--- src/rtl/adc_framer_pkg.sv ---
// Shared types and constants for the ADC sample framer.
package adc_framer_pkg;

  localparam int SAMPLE_W = 12;
  localparam int BYTE_W   = 8;

  localparam logic [BYTE_W-1:0] HDR0_BYTE = 8'hA5;
  localparam logic [BYTE_W-1:0] HDR1_BYTE = 8'h5A;

  typedef enum logic [2:0] {
    S_IDLE,
    S_HDR0,
    S_HDR1,
    S_SEQ,
    S_PAYLOAD,
    S_CSUM
  } frame_state_t;

  // Returns {byte0, byte1, byte2} for an (older, newer) sample pair.
  function automatic logic [3*BYTE_W-1:0] pack_pair(input logic [SAMPLE_W-1:0] a,
                                                    input logic [SAMPLE_W-1:0] b);
    return {a[11:4], a[3:0], b[11:8], b[7:0]};
  endfunction

endpackage

--- src/rtl/sample_fifo.sv ---
// Synchronous show-ahead FIFO; pushes while full are ignored even if a pop occurs.
module sample_fifo #(
  parameter int DEPTH = 32,
  parameter int WIDTH = 12
) (
  input  logic                     I_clk,
  input  logic                     I_rst_n,
  input  logic                     I_push,
  input  logic [WIDTH-1:0]         I_wdata,
  input  logic                     I_pop,
  output logic [WIDTH-1:0]         O_rdata,
  output logic                     O_full,
  output logic                     O_empty,
  output logic [$clog2(DEPTH):0]   O_count
);

  localparam int AW = $clog2(DEPTH);

  logic [WIDTH-1:0] mem [DEPTH];
  logic [AW-1:0]    wr_ptr;
  logic [AW-1:0]    rd_ptr;
  logic [AW:0]      count;
  logic             do_push;
  logic             do_pop;

  assign O_full  = (count == (AW+1)'(DEPTH));
  assign O_empty = (count == '0);
  assign O_count = count;
  assign O_rdata = mem[rd_ptr];
  assign do_push = I_push & ~O_full;
  assign do_pop  = I_pop & ~O_empty;

  always_ff @(posedge I_clk) begin
    if (do_push) mem[wr_ptr] <= I_wdata;
  end

  always_ff @(posedge I_clk or negedge I_rst_n) begin
    if (!I_rst_n) begin
      wr_ptr <= '0;
      rd_ptr <= '0;
      count  <= '0;
    end else begin
      if (do_push) wr_ptr <= wr_ptr + 1'b1;
      if (do_pop)  rd_ptr <= rd_ptr + 1'b1;
      if (do_push && !do_pop)      count <= count + 1'b1;
      else if (do_pop && !do_push) count <= count - 1'b1;
    end
  end

endmodule

--- src/rtl/adc_sample_framer.sv ---
// Buffers 12-bit ADC samples and emits them as checksummed byte frames.
//   state   | meaning
//   IDLE    | waiting for a full frame's worth of samples
//   HDR0    | presenting 0xA5
//   HDR1    | presenting 0x5A, pops first sample of pair 0 on transfer
//   SEQ     | presenting sequence number, pops second sample of pair 0
//   PAYLOAD | presenting packed pair bytes, prefetching the next pair
//   CSUM    | presenting checksum, sequence number advances on transfer
module adc_sample_framer
  import adc_framer_pkg::*;
#(
  parameter int PAIRS_PER_FRAME = 8,
  parameter int FIFO_DEPTH      = 32
) (
  input  logic                I_clk,
  input  logic                I_rst_n,
  input  logic                I_data_valid,
  input  logic [SAMPLE_W-1:0] I_data,
  input  logic                I_byte_ready,
  output logic                O_byte_valid,
  output logic [BYTE_W-1:0]   O_byte,
  output logic                O_busy,
  output logic                O_overflow,
  output logic [15:0]         O_drop_count
);

  localparam int CW = $clog2(FIFO_DEPTH) + 1;
  localparam int PW = (PAIRS_PER_FRAME > 1) ? $clog2(PAIRS_PER_FRAME) : 1;

  frame_state_t          state, next_state;
  logic [BYTE_W-1:0]     seq, csum, byte_out;
  logic [3*BYTE_W-1:0]   pair_bytes;
  logic [SAMPLE_W-1:0]   next_a, fifo_rdata;
  logic [1:0]            byte_idx;
  logic [PW-1:0]         pair_idx;
  logic [CW-1:0]         fifo_count;
  logic                  fifo_full, fifo_empty, pop, xfer, last_pair, drop;

  sample_fifo #(.DEPTH(FIFO_DEPTH), .WIDTH(SAMPLE_W)) u_fifo (
    .I_clk   (I_clk),
    .I_rst_n (I_rst_n),
    .I_push  (I_data_valid),
    .I_wdata (I_data),
    .I_pop   (pop),
    .O_rdata (fifo_rdata),
    .O_full  (fifo_full),
    .O_empty (fifo_empty),
    .O_count (fifo_count)
  );

  assign O_byte_valid = (state != S_IDLE);
  assign O_busy       = (state != S_IDLE);
  assign O_byte       = byte_out;
  assign xfer         = O_byte_valid & I_byte_ready;
  assign last_pair    = (pair_idx == PW'(PAIRS_PER_FRAME - 1));
  assign drop         = I_data_valid & fifo_full;

  always_ff @(posedge I_clk or negedge I_rst_n) begin
    if (!I_rst_n) state <= S_IDLE;
    else          state <= next_state;
  end

  always_comb begin
    next_state = state;
    byte_out   = '0;
    pop        = 1'b0;
    case (state)
      S_IDLE:    if (fifo_count >= CW'(2 * PAIRS_PER_FRAME)) next_state = S_HDR0;
      S_HDR0: begin
        byte_out = HDR0_BYTE;
        if (xfer) next_state = S_HDR1;
      end
      S_HDR1: begin
        byte_out = HDR1_BYTE;
        if (xfer) begin
          next_state = S_SEQ;
          pop        = ~fifo_empty;
        end
      end
      S_SEQ: begin
        byte_out = seq;
        if (xfer) begin
          next_state = S_PAYLOAD;
          pop        = ~fifo_empty;
        end
      end
      S_PAYLOAD: begin
        case (byte_idx)
          2'd0:    byte_out = pair_bytes[23:16];
          2'd1:    byte_out = pair_bytes[15:8];
          default: byte_out = pair_bytes[7:0];
        endcase
        if (xfer) begin
          if (byte_idx == 2'd2 && last_pair) next_state = S_CSUM;
          // Next pair's A is popped on byte0, B on byte2.
          if (!last_pair && byte_idx != 2'd1) pop = ~fifo_empty;
        end
      end
      S_CSUM: begin
        byte_out = csum;
        if (xfer) next_state = S_IDLE;
      end
      default:   next_state = S_IDLE;
    endcase
  end

  always_ff @(posedge I_clk or negedge I_rst_n) begin
    if (!I_rst_n) begin
      seq          <= '0;
      csum         <= '0;
      pair_bytes   <= '0;
      next_a       <= '0;
      byte_idx     <= '0;
      pair_idx     <= '0;
      O_overflow   <= 1'b0;
      O_drop_count <= '0;
    end else begin
      if (drop) begin
        O_overflow <= 1'b1;
        if (O_drop_count != 16'hFFFF) O_drop_count <= O_drop_count + 16'd1;
      end
      if (state == S_IDLE) begin
        csum     <= '0;
        byte_idx <= '0;
        pair_idx <= '0;
      end
      if (xfer) begin
        case (state)
          S_HDR1: next_a <= fifo_rdata;
          S_SEQ: begin
            pair_bytes <= pack_pair(next_a, fifo_rdata);
            csum       <= csum + seq;
          end
          S_PAYLOAD: begin
            csum <= csum + byte_out;
            if (byte_idx == 2'd2) begin
              byte_idx <= '0;
              pair_idx <= pair_idx + 1'b1;
              if (!last_pair) pair_bytes <= pack_pair(next_a, fifo_rdata);
            end else begin
              byte_idx <= byte_idx + 2'd1;
              if (byte_idx == 2'd0) next_a <= fifo_rdata;
            end
          end
          S_CSUM:  seq <= seq + 8'd1;
          default: ;
        endcase
      end
    end
  end

endmodule

--- config.mk ---
export PLATFORM = sky130hd
export DESIGN_NAME = adc_sample_framer
export DESIGN_NICKNAME = d
export VERILOG_FILES = /design/src/rtl/adc_framer_pkg.sv /design/src/rtl/sample_fifo.sv /design/src/rtl/adc_sample_framer.sv
export SDC_FILE = /design/constraint.sdc
export NUM_CORES = 1
export LEC_CHECK = 0
export ABC_AREA = 1
export BUFFER_PORTS_ARGS = -buffer_cell sky130_fd_sc_hd__buf_2
export CORE_MARGIN = 5
export CORE_UTILIZATION = 24
export CTS_CLUSTER_SIZE = 20
export DETAILED_ROUTE_END_ITERATION = 8
export GPL_TIMING_DRIVEN = 0
export PLACE_DENSITY = 0.49
export SYNTH_ARGS = -nofsm -noshare
export SYNTH_HDL_FRONTEND = slang
export SYNTH_SLANG_ARGS = --single-unit
--- constraint.sdc ---
create_clock -name I_clk -period 7.2 [get_ports I_clk]
set_input_delay 1.8 -clock I_clk [delete_from_list [all_inputs] [get_ports I_clk]]
set_output_delay 1.8 -clock I_clk [all_outputs]
set_load 0.03 [all_outputs]
==> impl_metrics.yaml, run 1 <==
critical_path:
  regToRegSetupSlack_ns: 3.93
  crit_family: "buffers and inverters"
  worstPathBufferInverterCount: 4
  worst_r2r_startpoint: "u_fifo.O_count[0]"
  timing.critical_path.arrival_ns: 2.35
  critical_path_class: "reg2out"
  path_max_fanout: 10
  timing.critical_path.cells: "nor2_2 > nand2_2 > inv_2 > buf_6 > clkbuf_1 > nand2_1 > o211ai_1 > buf_2"
  worst_r2r_path_depth: 8
  critPathMaxStageDelay_ns: 0.43
  end_kind: "output pin"
  startpoint_type: "flip-flop"
  worst_path_max_delay_cell: "sky130_fd_sc_hd__dfrtp_1"
  worst_r2r_endpoint: "u_fifo.mem[26][7]"
  critPathRequiredTime_ns: 5.40
global_routing:
  grt_use_total: 0.128
  antenna_violations_before_repair: 0
  grt.overflow.total: 0
  grt_pass1_wl_um: 89500
  largest_net_degree_at_the_start_of_global_routing: 58
  first_global_vias: 14500
synth:
  mapped_cell_area_sq_um: 20600
  portion_of_the_post_synthesis_area_used_by_sequential_elements: 0.673
  syn-mean-instance-area_sq_um: 10.9
  synth_top_flop_cell: "sky130_fd_sc_hd__edfxtp_1"
  synth_largest_area_cell: "sky130_fd_sc_hd__edfxtp_1"
  syn_nets: 1929
  synth_warnings: 0
  synth.ff_latch_count: 477
  number_of_distinct_library_cell_variants_in_the_gate_level_netlist_after_synthesis: 39
  yosys-top-cells-area: "sky130_fd_sc_hd__edfxtp_1 56%, sky130_fd_sc_hd__dfrtp_1 11%, sky130_fd_sc_hd__nand2_1 6.4%"
  synth_async_sr_flop_share: 0.195
  post-synth-top-area-fraction: 0.560
  synthCells: 1889
  synth_edf_count: 384
placement:
  port_buffers: 42
  post-dp-hpwl_um: 40000
  placement.setup.worst_slack_ns: 2.63
  final_weighted_congestion_of_routability_driven_global_placement: 0.893
timing:
  rsz0062_at_grt: "false"
  setup-tns-final_ns: 0
  drv_slew: 0
  worst_slack_ns: 3.05
  min_clock_period_post_route_ns: 4.15
  tightest_slew_ns: 1.42
  slew_headroom: 0.0470
  finClkSkew_ns: 0.0284
  clock.fmax_mhz: 241
  final_hold_viol_count: 0
  setup-violations-final: 0
  final.period_utilization: 0.577
drt:
  drt_wl_total_um: 59500
  post_drt_wl_per_cell_um: 18.8
  first_pass_iters: 6
  drt-vias-per-instance: 4.49
  detail_route.iter0.violations: 998
  route.vias.total: 14200
  ant_nets: 0
  drc_errors: 0
run_status:
  status: "finished, final reports clean"
floorplanning:
  core_sq_um: 85100
  die_y_um: 303
  floorplan.initialDensity: 0.242
  die_area_sq_um: 91700
  die_w_um: 303
  io_pins: 43
  num_rows: 107
layout:
  layout.cells.most_common: "sky130_fd_sc_hd__edfxtp_1"
  synthToLayoutAreaGrowth_pct: 17.2
  fillerInstances: 8943
  drive_gt1_frac: 0.108
  final_cell_mix: "384 x sky130_fd_sc_hd__edfxtp_1, 351 x sky130_fd_sc_hd__nand2_1, 313 x sky130_fd_sc_hd__nor2_1"
  final_nets: 2025
  num_antenna_cells: 0
  final_core_util: 0.283
clock_network:
  tritoncts: "built"
  clock_root_buffer: "sky130_fd_sc_hd__clkbuf_16"
  clock_latency_ns: 0.61
  cts_sinks: 477
  clkTransAtPathRegs_ns: 0.05
  post_cts_buffers: 0
  cts_repair_resize_count: 0
  cts_max_level: 2
  clock_path_buffers: 3
  cts.hold.buffers_added: 0
  cts_inserted_buffers: 51
run:
  max_capacitance_violation_total: 0
hold_path:
  min_path_cells: 1
  hp-start: "O_overflow"
  holdCritPathClass: "reg2reg"
  whs_endpoint: "O_overflow"
pwr:
  power.static_leakage_nw: 8.87
  post-layout-total-power_mw: 9.91
  power.density_nw_per_um2: 411
  vdd.ir_drop.worst_v: 0.000167
-- metal layers --
layer | up-vias | global-route usage | part of all wire
met5 | - | 0 | 0
met4 | 0 | 0.0304 | 0.019
met3 | 80 | 0.0276 | 0.069
met2 | 414 | 0.209 | 0.46
met1 | 7031 | 0.176 | 0.45
li1 | 6720 | - | -
-- cells by family (layout without fill, tap and decap cells) --
kind of cell / Yosys count / count (layout) / synth area share
compound gates: 324 / 324 / 0.0873
simple gates: 850 / 850 / 0.170
buf+inv: 180 / 318 / 0.0398
xor+xnor: 34 / 34 / 0.0145
flops: 477 / 477 / 0.673
fa+ha+maj: 24 / 24 / 0.0153
-- synth_stat cells, types with 7 or more instances --
| library cell | n |
|---|---|
| sky130_fd_sc_hd__a21oi_1 | 41 |
| sky130_fd_sc_hd__buf_2 | 26 |
| sky130_fd_sc_hd__buf_4 | 15 |
| sky130_fd_sc_hd__buf_6 | 7 |
| sky130_fd_sc_hd__clkbuf_1 | 44 |
| sky130_fd_sc_hd__dfrtp_1 | 93 |
| sky130_fd_sc_hd__edfxtp_1 | 384 |
| sky130_fd_sc_hd__ha_1 | 22 |
| sky130_fd_sc_hd__inv_1 | 72 |
| sky130_fd_sc_hd__inv_2 | 12 |
| sky130_fd_sc_hd__nand2_1 | 351 |
| sky130_fd_sc_hd__nand3_1 | 140 |
| sky130_fd_sc_hd__nor2_1 | 315 |
| sky130_fd_sc_hd__nor3_1 | 9 |
| sky130_fd_sc_hd__o211ai_1 | 52 |
| sky130_fd_sc_hd__o21ai_0 | 203 |
| sky130_fd_sc_hd__o21ai_1 | 15 |
| sky130_fd_sc_hd__or2_2 | 9 |
| sky130_fd_sc_hd__xor2_1 | 28 |
-- worst max-delay path by stage --
stage | slack [ns] | startpoint | depth (start not counted) | end
detailed placement | 2.63 | I_data_valid | 5 | u_fifo.mem[12][3]
finish | 3.05 | state[1] | 8 | O_byte[6]
CTS | 3.00 | state[1] | 8 | O_byte[6]
global route | 2.91 | state[1] | 8 | O_byte[0]
floorplan | 3.63 | I_byte_ready | 14 | u_fifo.O_count[5]
global placement | 2.71 | I_data_valid | 5 | u_fifo.mem[12][2]
-- sequential cells by signal (all words and copies together) (netlist names), 6 cells and up --
name            flops
seq                 8
O_drop_count       16
next_a             12
csum                8
u_fifo.mem        384
u_fifo.O_count      6
pair_bytes         24
-- power breakdown --
| group | internal [mW] | total (mW) | switching (mW) |
|---|---|---|---|
| logic | 0.973 | 3.50 | 2.53 |
| clock network | 1.77 | 2.91 | 1.14 |
| registers | 3.32 | 3.50 | 0.178 |
-- stage by stage --
step	area (sq um)	cells	hold slack, ns
4_1_cts	24100	3171	0.478
2_1_floorplan	20600	1889	0.442
3_3_place_gp	22200	3075	0.461
6_report	24100	3171	0.472
3_5_place_dp	22300	3076	0.463
5_1_grt	24100	3171	0.498
-- cell type report --
cell class | count | area [sq um] | share of cell area
sequential | 477 | 13900 | 0.574
clock buffer | 61 | 1380 | 0.0570
multi-input combinational | 1232 | 5920 | 0.245
tap | 1144 | 1430 | 0.0593
buffer | 93 | 490 | 0.0203
timing repair buffer | 43 | 240 | 0.00995
clock inverter | 34 | 490 | 0.0203
inverter | 87 | 329 | 0.0136
No activity file was read; power rests on OpenSTA's default activity.
==> run 2, diff against run 1 <==
--- a/config.mk
+++ b/config.mk
@@ -12,7 +12,7 @@
 export CTS_CLUSTER_SIZE = 20
 export DETAILED_ROUTE_END_ITERATION = 8
 export GPL_TIMING_DRIVEN = 0
-export PLACE_DENSITY = 0.49
+export PLACE_DENSITY = 0.5
 export SYNTH_ARGS = -nofsm -noshare
 export SYNTH_HDL_FRONTEND = slang
 export SYNTH_SLANG_ARGS = --single-unit
==> constraint.sdc (replaced) <==
create_clock -name I_clk -period 3.7 [get_ports I_clk]
set_input_delay 0.925 -clock I_clk [delete_from_list [all_inputs] [get_ports I_clk]]
set_output_delay 0.925 -clock I_clk [all_outputs]
set_load 0.03 [all_outputs]
==> impl_metrics.yaml, run 2 (synthesized netlist as in run 1, its figures left out) <==
pwr:
  power.static_leakage_nw: 8.78
  comb_power_share: 0.362
  clock_power_share: 0.276
  power.density_nw_per_um2: 783
  power.switching_fraction: 0.399
  vdd.ir_drop.worst_v: 0.000378
  sequentialPowerShare: 0.362
  power_switching_mw: 7.49
  intPower_mw: 11.3
drt:
  drt-vias-per-instance: 4.46
  route.vias.total: 14200
  detail_route.iter0.violations: 1150
  drc_errors: 0
  drt_wl_total_um: 58700
  wl_met2_um: 26800
  highest-signal-layer: "met4"
  ant_nets: 0
  met1_routed_wirelength_after_detailed_routing_um: 26200
  met3WireLength_um: 4100
  first_pass_iters: 5
  post_drt_wl_per_cell_um: 18.5
layout:
  registers.top_by_ff_count: "u_fifo.mem"
  stdcell_count: 3178
  largest_registers: "u_fifo.mem (384), pair_bytes (24), O_drop_count (16)"
  final_cell_mix: "384 x sky130_fd_sc_hd__edfxtp_1, 351 x sky130_fd_sc_hd__nand2_1, 313 x sky130_fd_sc_hd__nor2_1"
  final_nets: 2028
  synthToLayoutAreaGrowth_pct: 16.5
  largest_register_ffs: 384
  layout.cells.most_common: "sky130_fd_sc_hd__edfxtp_1"
  drive_gt1_frac: 0.101
critical_path:
  worstPathBufferInverterCount: 4
  critical_path_class: "reg2out"
  crit_family: "buffers and inverters"
  end_kind: "output pin"
  path_max_fanout: 10
  startpoint_type: "flip-flop"
  critPathRequiredTime_ns: 2.77
  timing.critical_path.arrival_ns: 2.37
  critPathMaxStageDelay_ns: 0.44
  timing.critical_path.cells: "nor2_2 > nand2_2 > inv_2 > buf_6 > clkbuf_1 > nand2_1 > o2111ai_1 > buf_2"
  worst_path_max_delay_cell: "sky130_fd_sc_hd__dfrtp_1"
clock_network:
  clock_path_buffers: 3
  cts.hold.buffers_added: 0
  post_cts_buffers: 0
  clock_root_buffer: "sky130_fd_sc_hd__clkbuf_16"
  clkTransAtPathRegs_ns: 0.06
  cts_sinks: 477
  cts_repair_resize_count: 0
  cts_max_level: 2
  cts_inserted_buffers: 54
  tritoncts: "built"
  clock_latency_ns: 0.63
hold_path:
  holdCritPathClass: "in2async"
floorplanning:
  floorplan.initialDensity: 0.242
  io_pins: 43
  die_w_um: 303
  core_sq_um: 85100
  die_area_sq_um: 91700
  die_y_um: 303
  num_rows: 107
global_routing:
  grt_use_total: 0.127
  antenna_violations_before_repair: 1
  grt_pass1_wl_um: 88300
  largest_net_degree_at_the_start_of_global_routing: 51
  grt.overflow.total: 0
  first_global_vias: 14400
timing:
  finClkSkew_ns: 0.0304
  slew_headroom: 0.0799
  clock.fmax_mhz: 303
  drv_slew: 0
  setup-tns-final_ns: 0
  worst_slack_ns: 0.403
  final_hold_viol_count: 0
  setup-violations-final: 0
  final.period_utilization: 0.891
  timing.hold.ws_ns: 0.378
  min_clock_period_post_route_ns: 3.30
  tightest_slew_ns: 1.38
  rsz0062_at_grt: "false"
placement:
  port_buffers: 42
  final_weighted_congestion_of_routability_driven_global_placement: 0.905
  dpl.cell_count: 3076
  post-dp-hpwl_um: 39500
  placement.setup.worst_slack_ns: 0.0805
run_status:
  status: "finished, final reports clean"
run:
  max_capacitance_violation_total: 0
==> run 2: changes by cell type in the layout (fill, tap and decap cells not counted), moves of 6 or more <==
cell                        before  now
sky130_fd_sc_hd__clkinv_1        5   15
sky130_fd_sc_hd__clkbuf_1       50   59
sky130_fd_sc_hd__clkinv_2       14    8
sky130_fd_sc_hd__bufinv_16      11    3
==> run 2: path summary, 6_finish.rpt <==
path	startpoint	endpoint	slack, ns	cells after the start
min	I_rst_n	O_drop_count[1]	0.38	1
max in group asynchronous	I_rst_n	pair_bytes[20]	2.61	2
min in group I_clk	pair_bytes[22]	pair_bytes[22]	0.47	2
max reg2reg	state[1]	u_fifo.O_count[5]	0.49	16
min reg2reg	pair_bytes[22]	pair_bytes[22]	0.47	2
max	state[1]	O_byte[1]	0.40	8
==> run 2: power groups by stage <==
| stage | Sequential [mW] | Combinational [mW] | Clock [mW] |
|---|---|---|---|
| after global placement | 6.89 | 6.66 | 0 |
| final | 6.80 | 6.80 | 5.18 |
| after floorplan | 6.88 | 4.24 | 0 |
| after CTS | 6.80 | 6.76 | 5.31 |
| after detailed placement | 6.90 | 6.73 | 0 |
| after global routing | 6.87 | 7.47 | 5.52 |
==> run 2: area by class of cell <==
| class | instances | area, sq um |
|---|---|---|
| fill | 8863 | 61200 |
| antenna | 1 | 2.50 |
| multi-input combinational | 1232 | 5920 |
| clock buffer | 70 | 1420 |
| buffer | 93 | 490 |
| tap | 1144 | 1430 |
| timing repair buffer | 43 | 240 |
| inverter | 87 | 329 |
| clock inverter | 31 | 293 |
| sequential | 477 | 13900 |
==> run 2: worst register-to-register path: cells and delay by family, from the launching register on <==
kind,cells,cell delay (ns)
simple gates,7,0.97
compound gates,4,0.64
fa+ha+maj,2,0.59
buf+inv,3,0.46
flops,1,0.44
==> run 2: metrics by stage <==
| step | utilization | area, sq um | power, mW |
|---|---|---|---|
| floorplan | - | 20600 | 11.1 |
| global placement | 0.261 | 22200 | 13.5 |
| finish | 0.282 | 24000 | 18.8 |
| global route | 0.282 | 24000 | 19.9 |
| CTS | 0.282 | 24000 | 18.9 |
| detailed placement | 0.261 | 22300 | 13.6 |
==> run 2: routing by layer <==
| layer | vias to the layer above | track usage |
|---|---|---|
| met1 | 6946 | 0.171 |
| met5 | - | 0 |
| met3 | 95 | 0.0288 |
| met4 | 0 | 0.0374 |
| li1 | 6735 | - |
| met2 | 404 | 0.205 |
==> run 3, diff against run 2 <==
--- a/config.mk
+++ b/config.mk
@@ -5,7 +5,6 @@
 export SDC_FILE = /design/constraint.sdc
 export NUM_CORES = 1
 export LEC_CHECK = 0
-export ABC_AREA = 1
 export BUFFER_PORTS_ARGS = -buffer_cell sky130_fd_sc_hd__buf_2
 export CORE_MARGIN = 5
 export CORE_UTILIZATION = 24
==> impl_metrics.yaml, run 3 <==
drt:
  detail_route.iter0.violations: 829
  post_drt_wl_per_cell_um: 20.3
  drt_wl_total_um: 47500
  ant_nets: 0
  route.vias.total: 10500
  first_pass_iters: 5
  drt-vias-per-instance: 4.48
  drc_errors: 0
layout:
  final_cell_mix: "384 x sky130_fd_sc_hd__edfxtp_1, 93 x sky130_fd_sc_hd__dfrtp_1, 71 x sky130_fd_sc_hd__mux4_2"
  final_nets: 1282
  largest_register_ffs: 384
  stdcell_count: 2344
  finalInstanceArea_sq_um: 22900
  layout.cells.most_common: "sky130_fd_sc_hd__edfxtp_1"
  registers.top_by_ff_count: "u_fifo.mem"
  num_antenna_cells: 0
  synthToLayoutAreaGrowth_pct: 16.9
  drive_gt1_frac: 0.230
  largest_registers: "u_fifo.mem (384), pair_bytes (24), O_drop_count (16)"
placement:
  final_weighted_congestion_of_routability_driven_global_placement: 0.769
  port_buffers: 41
  dpl.cell_count: 2250
  post-dp-hpwl_um: 30500
  post_dp_cell_area_sq_um: 21200
synth:
  mapped_cell_area_sq_um: 19600
  synth_warnings: 0
  synth_edf_count: 384
  netlist_top_cells_count: "384 x sky130_fd_sc_hd__edfxtp_1, 93 x sky130_fd_sc_hd__dfrtp_1, 71 x sky130_fd_sc_hd__mux4_2, 64 x sky130_fd_sc_hd__nand2_1, 57 x sky130_fd_sc_hd__nor2_1"
  synth.ff_latch_count: 477
  portion_of_the_post_synthesis_area_used_by_sequential_elements: 0.707
  synthCells: 1148
  synth_top_flop_cell: "sky130_fd_sc_hd__edfxtp_1"
  synth_largest_area_cell: "sky130_fd_sc_hd__edfxtp_1"
  number_of_distinct_library_cell_variants_in_the_gate_level_netlist_after_synthesis: 63
  syn_nets: 1188
  syn-mean-instance-area_sq_um: 17.1
  yosys-top-cells-area: "sky130_fd_sc_hd__edfxtp_1 59%, sky130_fd_sc_hd__dfrtp_1 12%, sky130_fd_sc_hd__mux4_2 8.2%"
  synth_async_sr_flop_share: 0.195
  post-synth-top-area-fraction: 0.588
  synth.most_common_cell: "sky130_fd_sc_hd__edfxtp_1"
timing:
  clock.fmax_mhz: 288
  rsz0062_at_grt: "false"
  setup-tns-final_ns: 0
  final.period_utilization: 0.938
  tightest_slew_ns: 1.29
  final_hold_viol_count: 0
  setup-violations-final: 0
  slew_headroom: 0.139
  min_clock_period_post_route_ns: 3.47
  drv_slew: 0
  finClkSkew_ns: 0.0463
  timing.hold.ws_ns: 0.353
clock_network:
  tritoncts: "built"
  clock_path_buffers: 3
  cts_inserted_buffers: 50
  clock_root_buffer: "sky130_fd_sc_hd__clkbuf_16"
  clock_latency_ns: 0.61
  clkTransAtPathRegs_ns: 0.06
  cts_sinks: 477
  cts_max_level: 2
run_status:
  status: "finished, final reports clean"
floorplanning:
  core_sq_um: 80800
  floorplan.initialDensity: 0.243
  die_w_um: 296
  die_y_um: 296
  io_pins: 43
  die_area_sq_um: 87500
  num_rows: 104
critical_path:
  critPathRequiredTime_ns: 4.18
  path_max_fanout: 8
  critical_path_class: "reg2reg"
  timing.critical_path.arrival_ns: 3.95
  regToRegSetupSlack_ns: 0.23
  startpoint_type: "flip-flop"
  end_kind: "flip-flop"
global_routing:
  grt_use_total: 0.108
  antenna_violations_before_repair: 2
  largest_net_degree_at_the_start_of_global_routing: 49
  grt.overflow.total: 0
  first_global_vias: 11000
  grt_pass1_wl_um: 71300
hold_path:
  holdCritPathClass: "in2async"
pwr:
  vdd.ir_drop.worst_v: 0.000338
  power.static_leakage_nw: 7.82
  power.density_nw_per_um2: 752
  post-layout-total-power_mw: 17.2
run:
  max_capacitance_violation_total: 0
## run 3: changes by cell type after synthesis, sizes merged, moves of 51 or more
cell	delta
mux2i	+55
nand3	-124
o21ai	-190
mux2	+51
mux4	+71
nor2	-265
inv	-62
nand2	-294
## run 3: layout make-up
cell class / count / area (sq um)
sequential: 477 / 13900
clock buffer: 55 / 1270
buffer: 55 / 264
multi-input combinational: 590 / 5460
timing repair buffer: 43 / 243
fill: 8063 / 57900
clock inverter: 39 / 414
inverter: 25 / 93.8
tap: 1060 / 1330
## run 3: repair_timing
item                                    CTS  global route
pin swaps                                 1             0
resized for setup                        13            12
buffers inserted                          1             0
hold buffers                              0             0
endpoints found under the setup margin  243           210
## run 3: kinds of logic (layout without fill, tap and decap cells)
group	count (synthesis)	in the layout	share of synthesized area
xor gates and xnor gates	36	36	0.0161
AOI/OAI and AO/OA	151	151	0.0533
muxes	177	177	0.139
DFF	477	477	0.707
buffers and inverters	81	217	0.0184
adders and majority gates	24	24	0.0161
and+or+nand+nor	202	202	0.0506
## run 3: path summary, 6_finish.rpt
| check | startpoint | end | cells after the start |
|---|---|---|---|
| max | state[1] | u_fifo.O_count[5] | 14 |
| min | I_rst_n | O_drop_count[12] | 1 |
| max reg2reg | state[1] | u_fifo.O_count[5] | 14 |
| min reg2reg | csum[7] | csum[7] | 1 |
| max in group asynchronous | I_rst_n | u_fifo.rd_ptr[1] | 2 |
| min in group I_clk | csum[7] | csum[7] | 1 |
## run 3: where the power goes
| group | leakage (nW) | switching, mW | total [mW] | internal, mW |
|---|---|---|---|---|
| sequential | 4.63 | 0.323 | 6.75 | 6.43 |
| combinational | 2.37 | 3.27 | 5.36 | 2.08 |
| clock | 0.820 | 2.20 | 5.13 | 2.93 |
| total | 7.82 | 5.80 | 17.2 | 11.4 |
## run 3: worst max-delay path: stages, from the launching register on
cell and delay, ns:
sky130_fd_sc_hd__dfrtp_1 0.37, sky130_fd_sc_hd__buf_6 0.13, sky130_fd_sc_hd__or3b_1 0.36, sky130_fd_sc_hd__buf_6 0.15
sky130_fd_sc_hd__or3_4 0.37, sky130_fd_sc_hd__a221oi_4 0.28, sky130_fd_sc_hd__inv_1 0.07, sky130_fd_sc_hd__ha_1 0.26
sky130_fd_sc_hd__inv_1 0.20, sky130_fd_sc_hd__ha_1 0.27, sky130_fd_sc_hd__a21o_1 0.17, sky130_fd_sc_hd__a21oi_1 0.27
sky130_fd_sc_hd__or4_1 0.17, sky130_fd_sc_hd__nand4_1 0.11, sky130_fd_sc_hd__xor2_1 0.16
## run 3: metrics by stage
| stage | setup slack [ns] | utilization |
|---|---|---|
| finish | 0.230 | 0.284 |
| global route | 0.00373 | 0.284 |
| CTS | -0.107 | 0.283 |
| detailed placement | -0.535 | 0.262 |
| global placement | -0.517 | 0.262 |
| floorplan | 0.423 | - |
## run 3: per-layer routing
| layer | GRT usage | vias up | routed length (um) |
|---|---|---|---|
| met5 | 0 | - | 0 |
| met4 | 0.0248 | 0 | 853 |
| met3 | 0.0206 | 59 | 2510 |
| met2 | 0.171 | 246 | 22000 |
| met1 | 0.154 | 5476 | 22100 |
| li1 | - | 4724 | - |
